==> src/rtl/vita2000_emulator_if.sv <==
// Link between the VITA2000 emulator and the capture side: frame enable in,
// serial lanes, sync lane and frame status out.
interface vita2000_emulator_if;
    logic        en;
    logic [3:0]  cam_d;
    logic        sync;
    logic [15:0] frame_count;
    logic        busy;

    modport master (input en, output cam_d, sync, frame_count, busy);
    modport slave  (output en, input cam_d, sync, frame_count, busy);
endinterface

==> src/rtl/vita2000_emulator.sv <==
// Transmit-side VITA2000 model: serialises a synthetic test frame onto four
// data lanes plus the sync lane, MSB first, 10-bit word slots.
module vita2000_emulator #(
    parameter int unsigned H_WORDS = 480,
    parameter int unsigned V_LINES = 1200,
    parameter int unsigned H_BLANK = 16,
    parameter int unsigned V_BLANK = 4,
    parameter logic [9:0]  C_FS    = 10'h2AA,
    parameter logic [9:0]  C_LS    = 10'h0AA,
    parameter logic [9:0]  C_IMG   = 10'h035,
    parameter logic [9:0]  C_LE    = 10'h12A,
    parameter logic [9:0]  C_FE    = 10'h32A,
    parameter logic [9:0]  C_TR    = 10'h3A6
) (
    input  logic                  pclock,
    input  logic                  reset,
    vita2000_emulator_if.master   link
);

    localparam int unsigned VBL_SLOTS = V_BLANK * (H_WORDS + 2 + H_BLANK);
    localparam logic [15:0] PIX_LAST  = 16'(H_WORDS - 1);
    localparam logic [15:0] HBL_LAST  = 16'((H_BLANK > 0) ? H_BLANK - 1 : 0);
    localparam logic [15:0] VBL_LAST  = 16'((VBL_SLOTS > 0) ? VBL_SLOTS - 1 : 0);
    localparam logic [15:0] LINE_LAST = 16'(V_LINES - 1);

    typedef enum logic [2:0] {IDLE, SOL, PIX, EOL, HBL, VBL} state_t;

    state_t           state, state_nxt;
    logic [3:0]       bit_cnt;
    logic [15:0]      line, line_nxt;
    logic [15:0]      cnt, cnt_nxt;
    logic [9:0]       sync_word;
    logic [3:0][9:0]  lane_word;
    logic             fe_word;
    logic             line_done;
    logic             last_line;
    logic [9:0]       sh_sync;
    logic [3:0][9:0]  sh_lane;
    logic             fe_on_wire;
    logic [15:0]      frame_count;
    logic             busy;

    // state names the slot whose word is loaded at the next bit_cnt==9 edge
    always_comb begin
        state_nxt = state;
        line_nxt  = line;
        cnt_nxt   = cnt;
        sync_word = C_TR;
        lane_word = {4{C_TR}};
        fe_word   = 1'b0;
        line_done = 1'b0;
        last_line = (line == LINE_LAST);
        case (state)
            IDLE: begin
                if (link.en) begin
                    state_nxt = SOL;
                    line_nxt  = '0;
                end
            end
            SOL: begin
                sync_word = (line == '0) ? C_FS : C_LS;
                state_nxt = PIX;
                cnt_nxt   = '0;
            end
            PIX: begin
                sync_word = C_IMG;
                for (int unsigned k = 0; k < 4; k++)
                    lane_word[k] = {cnt[7:0], 2'b00} + 10'(k) + line[9:0];
                if (cnt == PIX_LAST) begin
                    state_nxt = EOL;
                    cnt_nxt   = '0;
                end else begin
                    cnt_nxt = cnt + 16'd1;
                end
            end
            EOL: begin
                sync_word = last_line ? C_FE : C_LE;
                fe_word   = last_line;
                if (H_BLANK > 0) begin
                    state_nxt = HBL;
                    cnt_nxt   = '0;
                end else begin
                    line_done = 1'b1;
                end
            end
            HBL: begin
                if (cnt == HBL_LAST) line_done = 1'b1;
                else                 cnt_nxt = cnt + 16'd1;
            end
            VBL: begin
                if (cnt == VBL_LAST) begin
                    state_nxt = link.en ? SOL : IDLE;
                    line_nxt  = '0;
                    cnt_nxt   = '0;
                end else begin
                    cnt_nxt = cnt + 16'd1;
                end
            end
            default: state_nxt = IDLE;
        endcase
        // shared end-of-line exit so a zero H_BLANK / V_BLANK skips its state
        if (line_done) begin
            cnt_nxt = '0;
            if (!last_line) begin
                line_nxt  = line + 16'd1;
                state_nxt = SOL;
            end else if (VBL_SLOTS > 0) begin
                state_nxt = VBL;
            end else begin
                state_nxt = link.en ? SOL : IDLE;
                line_nxt  = '0;
            end
        end
    end

    always_ff @(posedge pclock) begin
        if (reset) begin
            state       <= IDLE;
            bit_cnt     <= '0;
            line        <= '0;
            cnt         <= '0;
            sh_sync     <= '0;
            sh_lane     <= '0;
            fe_on_wire  <= 1'b0;
            frame_count <= '0;
            busy        <= 1'b0;
        end else begin
            bit_cnt <= (bit_cnt == 4'd9) ? 4'd0 : bit_cnt + 4'd1;
            if (bit_cnt == 4'd9) begin
                state      <= state_nxt;
                line       <= line_nxt;
                cnt        <= cnt_nxt;
                sh_sync    <= sync_word;
                sh_lane    <= lane_word;
                busy       <= (state != IDLE);
                fe_on_wire <= fe_word;
                if (fe_on_wire) frame_count <= frame_count + 16'd1;
            end else begin
                sh_sync <= {sh_sync[8:0], 1'b0};
                for (int unsigned k = 0; k < 4; k++)
                    sh_lane[k] <= {sh_lane[k][8:0], 1'b0};
            end
        end
    end

    always_comb begin
        link.cam_d = '0;
        for (int unsigned k = 0; k < 4; k++)
            link.cam_d[k] = sh_lane[k][9];
    end

    assign link.sync        = sh_sync[9];
    assign link.frame_count = frame_count;
    assign link.busy        = busy;

endmodule

==> src/flat_wrapper.sv <==
// flat-port wrapper written by rule: the top's interface ports become plain ports
module vita2000_emulator_flat 
#(
    parameter int unsigned H_WORDS = 480,
    parameter int unsigned V_LINES = 1200,
    parameter int unsigned H_BLANK = 16,
    parameter int unsigned V_BLANK = 4,
    parameter logic [9:0]  C_FS    = 10'h2AA,
    parameter logic [9:0]  C_LS    = 10'h0AA,
    parameter logic [9:0]  C_IMG   = 10'h035,
    parameter logic [9:0]  C_LE    = 10'h12A,
    parameter logic [9:0]  C_FE    = 10'h32A,
    parameter logic [9:0]  C_TR    = 10'h3A6
)
  (pclock, reset, link_en, link_cam_d, link_sync, link_frame_count, link_busy);
  vita2000_emulator_if link_i ();
  input  logic pclock;
  input  logic reset;
  input wire logic [$bits(link_i.en)-1:0] link_en;
  output wire logic [$bits(link_i.cam_d)-1:0] link_cam_d;
  output wire logic [$bits(link_i.sync)-1:0] link_sync;
  output wire logic [$bits(link_i.frame_count)-1:0] link_frame_count;
  output wire logic [$bits(link_i.busy)-1:0] link_busy;
  assign link_i.en = link_en;
  assign link_cam_d = link_i.cam_d;
  assign link_sync = link_i.sync;
  assign link_frame_count = link_i.frame_count;
  assign link_busy = link_i.busy;
  vita2000_emulator #(.H_WORDS(H_WORDS), .V_LINES(V_LINES), .H_BLANK(H_BLANK), .V_BLANK(V_BLANK), .C_FS(C_FS), .C_LS(C_LS), .C_IMG(C_IMG), .C_LE(C_LE), .C_FE(C_FE), .C_TR(C_TR)) u_core (.pclock(pclock), .reset(reset), .link(link_i));
endmodule
==> config.mk <==
export PLATFORM = sky130hd
export DESIGN_NAME = vita2000_emulator_flat
export DESIGN_NICKNAME = d
export VERILOG_FILES = /design/src/rtl/vita2000_emulator_if.sv /design/src/rtl/vita2000_emulator.sv /design/src/flat_wrapper.sv
export SDC_FILE = /design/constraint.sdc
export NUM_CORES = 1
export LEC_CHECK = 0
export ABC_AREA = 0
export BUFFER_PORTS_ARGS = -buffer_cell sky130_fd_sc_hd__buf_2
export CORE_MARGIN = 2
export CORE_UTILIZATION = 42
export CTS_BUF_LIST = sky130_fd_sc_hd__clkbuf_4 sky130_fd_sc_hd__clkbuf_8
export DETAILED_ROUTE_END_ITERATION = 6
export SYNTH_ARGS = -nofsm -noshare
export SYNTH_HDL_FRONTEND = slang
export SYNTH_SLANG_ARGS = --single-unit
==> constraint.sdc <==
create_clock -name pclock -period 1.81 [get_ports pclock]
set_input_delay 0.362 -clock pclock [delete_from_list [all_inputs] [get_ports pclock]]
set_output_delay 0.362 -clock pclock [all_outputs]
set_load 0.1 [all_outputs]
# == Yosys cells after proc, flatten, opt, wreduce, memory -nomap -nowiden ==
# Index checks and enable logic that the tools add are counted.
# totals
regBits,107
input_bits,3
out_inout_bits,22
elab_cells,82
# classes
add_sub_neg,11
eq_ne,15
n_mux,26
bitwise,2
n_reduce_logical,11
# op_table
operator,n
16-bit 2-to-1 mux,8
40-bit 2-to-1 mux,2
16-bit one-hot mux with 4 select lines,1
16-bit by 1-bit adder with 16-bit output (second input constant),3
10-bit adder,4
16-bit by 11-bit equality test with 1-bit output (second input constant),2
16-bit one-hot mux with 2 select lines,1
10-bit 2-to-1 mux,3
10-bit one-hot mux with 3 select lines,1
10-bit by 2-bit adder with 10-bit output (second input constant),2
3-bit one-hot mux with 6 select lines,1
16-bit by 4-bit equality test with 1-bit output (second input constant),1
16-bit by 9-bit equality test with 1-bit output (second input constant),1
16-bit zero test,1
3-bit 2-to-1 mux,5
10-bit by 1-bit adder with 10-bit output (second input constant),1
3-bit by 2-bit equality test with 1-bit output (second input constant),2
3-bit equality test (second input constant),2
3-bit by 1-bit != test with 1-bit output (second input constant),2
3-bit by 2-bit != test with 1-bit output (second input constant),2
2-bit OR reduction,3
5-bit AND reduction,1
5-bit nonzero test,1
4-bit by 1-bit adder with 4-bit output (second input constant),1
10 further kinds,14

# == Depth between registers and ports, before layout ==
# depth
depth_word,5
ltp_mapped,9
ltp_nobuf,8

# == Worst setup path after synthesis ==
# OpenSTA, ideal clock, no wires.
# synth_path
kind,register to register
startpoint,"register u_core.frame_count[0], in the netlist u_core.link.frame_count[0]"
endpoint,"register u_core.frame_count[12], in the netlist u_core.link.frame_count[12]"
setup_ns,0.067
arrival_time_ns,2.202
t_required_ns,1.743
path_slack_ns,-0.458
stages_incl_launch_ff,7
n_path_buf,0
synth_period_minus_slack_ns,2.268
path_cell_list,dfxtp_1 -> ha_1 -> nand4_1 -> nor3_1 -> nand3_1 -> xor2_1 -> nor2_1
# synth_via
elab_chain_cells,1
# synth_rtl
item,line_no,rtl
start: declaration,vita2000_emulator.sv:40,logic [15:0] frame_count;
start signal: assignment,vita2000_emulator.sv:137,if (fe_on_wire) frame_count <= frame_count + 16'd1;
16-bit by 1-bit adder with 16-bit output,vita2000_emulator.sv:137,
# No other way between the ends.
# A chain may end at the register's enable or synchronous reset.

# == Final worst setup path ==
# layout_path
startpoint,register u_core.cnt[0]
endpoint,register u_core.sh_lane[36] in the netlist's numbering
# layout_via
elab_chain_cells,4
# layout_rtl
item,line_no,rtl
start: declaration,vita2000_emulator.sv:31,"logic [15:0] cnt, cnt_nxt;"
start signal: assignment,vita2000_emulator.sv:132,cnt <= cnt_nxt;
10-bit by 2-bit adder with 10-bit output,vita2000_emulator.sv:68,"lane_word[k] = {cnt[7:0], 2'b00} + 10'(k) + line[9:0];"
10-bit adder,vita2000_emulator.sv:68,
40-bit 2-to-1 mux,vita2000_emulator.sv:53,case (state)
40-bit 2-to-1 mux,vita2000_emulator.sv:129,if (bit_cnt == 4'd9) begin
end signal: assignment,vita2000_emulator.sv:134,sh_lane <= lane_word;
end signal: indexed assignment,vita2000_emulator.sv:141,"sh_lane[k] <= {sh_lane[k][8:0], 1'b0};"
end: declaration,vita2000_emulator.sv:38,logic [3:0][9:0] sh_lane;
# No other way between the ends.

==> flow_summary.ini <==
[power_and_ir_drop]
pwr-share-clk = 0.421
power.share.sequential = 0.535
leakage_uw = 0.00305
comb_power_share = 0.044
switching_share = 0.234
power_uw = 4330
p_sw_uw = 1010
p_per_area_nw_per_um2 = 557
ir_worst_vdd_mv = 0.332
p_int_uw = 3320

[sta]
fin_ws_ns = -0.128
min_period_ns = 1.94
setup_violations = 37
worst-slew-pin-transition_ns = 0.494
relSlewSlack = 0.673
maxSlewViolCount = 0
max_freq_ghz = 0.516
finClkSkew_ns = 0.0113
period_share = 1.07
rsz0062_at_grt = true
hold_violations = 0

[routing]
drc = 0
num_vias = 5173
dr.pass1.iters = 5
antenna_left = 0
wl_per_cell_um = 16.4
drt-total-wl_um = 15600
avgViaCountPerCell = 5.44
drtIter0Drc = 427

[setup_path]
worstPathRequired_ns = 2.10
cp-start-kind = register
cp_data_arrival_time_ns = 2.23
crit_fanout = 4
end_kind = register
critical_path_class = register to register

[global_route]
grt_antenna_before_repair = 0
grt_first_pass_wirelength_um = 24100
grt_pass1_vias = 5003
grt_max_degree = 32
grt_overflow = 0
track_usage = 0.227

[synth]
synth_edf_count = 0
synth_cell_types = 58
ys_ff_latch = 105
synth-seq-area-share = 0.394
yosys_warnings = 0
synth_cells = 632
yosys.area.top_type_share = 0.394
yosys.area.top_type = dfxtp_1
synthTopCellsByArea = dfxtp_1 39%, nor2_1 5.2%, xnor2_1 5.1%
avgSynthCellArea_um2 = 8.44
postSynth.asyncResetShare = 0
netlist_area_um2 = 5340
synthesis.nets = 653
synthFlopType = dfxtp_1

[place]
globalplace.congestion = 0.909
place_area_um2 = 6540
dp_slack_ns = -0.247
port_buffers = 24
dp_hpwl_um = 10600
placed_cells_incl_taps = 912

[die]
ios = 25
die_h_um = 117
die-width_um = 117
rows = 41
initial_utilization = 0.426
core-area_um2 = 12500
dieArea_um2 = 13600

[cts]
clockBufferDepth = 2
path_clk_slew_ns = 0.11
cts_htree_levels = 3
clock_latency_ns = 0.40
cts_made_buffers = 9
cts_root_buffer = clkbuf_8
cts_sinks = 105
cts_tree = built

[layout]
nFillCells = 1075
fin_nets = 795
final_area_um2 = 7780
drive_gt1_frac = 0.445
area.growth.synth_to_final_pct = 45.8
final_cells = 951
num_antenna_cells = 0

[status]
violations = setup timing
status = finished, violations left

[flow_run]
maxCapViolCount = 0

[hold_path]
hold_class = input pin to register
## cells in the final DEF (no fill, tap or decap), types with 4 or more instances in the layout
master,instances
o21ai_2,6
clkbuf_8,9
a22o_1,11
nor3_4,5
nor2_2,12
nor2_4,12
and4_1,5
xnor2_1,29
buf_2,24
or3_1,4
o22ai_1,8
a311oi_1,5
a211oi_2,5
nor3_1,14
a21o_1,6
ha_1,6
nor4_4,4
xor2_1,20
a21oi_1,26
o21ai_1,11
nand4_1,19
nor3_2,6
nand2_1,34
a21oi_2,8
nand3_2,6
xor2_2,5
and3_1,9
o21ai_0,28
buf_6,19
nor2_1,51
ha_4,9
inv_1,14
dfxtp_4,10
nand3_1,22
dfxtp_1,74
buf_4,128
dfxtp_2,21
a31oi_1,5
## power by group through the flow
stage               Combinational [uW]  Clock (uW)  Sequential [uW]
floorplan                         95.7           0             2370
global route                       210        1940             2320
CTS                                188        1850             2320
finish                             193        1820             2320
detailed placement                 169           0             2380
global placement                   163           0             2370
## critical path: stages (launching register included)
cell      delay, ns
dfxtp_4        0.37
buf_6          0.12
ha_4           0.16
fa_2           0.40
inv_2          0.11
o21bai_4       0.08
or3_1          0.37
a32o_1         0.22
## metal layers
metal / track usage / up-vias / wire length (um)
met4: 0.0980 / 0 / 495
met2: 0.371 / 123 / 7570
li1: - / 2543 / -
met5: 0 / - / 0
met1: 0.291 / 2472 / 6910
met3: 0.0441 / 35 / 641
## flip-flops by register name (all words and copies together), names as in the netlist
name and flops:
u_core.sh_sync 10, u_core.link.frame_count 16, u_core.bit_cnt 4, u_core.sh_lane 34
u_core.line 16, u_core.state 3, u_core.link.cam_d 4, u_core.cnt 16
u_core.fe_on_wire 1, u_core.link.busy 1
## cell type report
type                            instances  area, um^2  share of cell area
Clock buffer                            9         124              0.0159
Timing Repair Buffer                  175        1370               0.176
Tap cell                              172         215              0.0277
Clock inverter                          7         125              0.0161
Sequential cell                       105        2170               0.278
Multi-Input combinational cell        465        3710               0.477
Inverter                               18        70.1             0.00900
## synthesized netlist by cell type, types with 8 or more instances
cell / n
o21ai_0: 36
nor2_1: 74
clkbuf_1: 24
buf_1: 8
and3_1: 13
a31oi_1: 9
inv_1: 18
ha_1: 16
xor2_1: 25
xnor2_1: 31
nand3_1: 28
nand2_1: 37
nand4_1: 19
a211oi_1: 8
nor3_1: 23
dfxtp_1: 105
a21oi_1: 36
o22ai_1: 10
a22o_1: 11
o21ai_1: 9
## repair_timing
item                                   in CTS  in global routing
buffers inserted                           12                 15
hold buffers                                0                  0
gates cloned                                1                  0
pin swaps                                  37                 81
setup endpoints to repair                  61                 72
gates resized for setup                    68                124
endpoints found under the hold margin       0                  0
## worst paths after layout
path | to | from | cells after the start | slack (ns)
min reg2reg | u_core.sh_sync[4]$_SDFF_PP0_ | u_core.sh_sync[3]$_SDFF_PP0_ | 1 | 0.44
max | u_core.sh_lane[36]$_SDFF_PP0_ | u_core.cnt[0]$_SDFFE_PP0P_ | 7 | -0.13
max reg2reg | u_core.sh_lane[36]$_SDFF_PP0_ | u_core.cnt[0]$_SDFFE_PP0P_ | 7 | -0.13
min | u_core.link.frame_count[12]$_SDFFE_PP0P_ | reset | 2 | 0.22
## cell families after synthesis
| logic type | Yosys count | share of synthesized area |
|---|---|---|
| AND/OR/NAND/NOR | 233 | 0.228 |
| AO/OA/AOI/OAI | 155 | 0.186 |
| flip-flops | 105 | 0.394 |
| buffers and inverters | 62 | 0.0488 |
| XOR/XNOR | 56 | 0.0919 |
| adder cells (fa/ha/maj) | 18 | 0.0450 |
| multiplexers | 3 | 0.00563 |
## through the flow
| stage | utilization | TNS, ns | hold slack, ns |
|---|---|---|---|
| 4_1_cts | 0.576 | -2.33 | 0.192 |
| 3_3_place_gp | 0.523 | -5.87 | 0.420 |
| 5_1_grt | 0.622 | -6.93 | 0.215 |
| 2_1_floorplan | - | 0 | 0.403 |
| 3_5_place_dp | 0.523 | -7.29 | 0.433 |
| 6_report | 0.622 | -2.49 | 0.216 |
(Power assumes the default switching activity.)
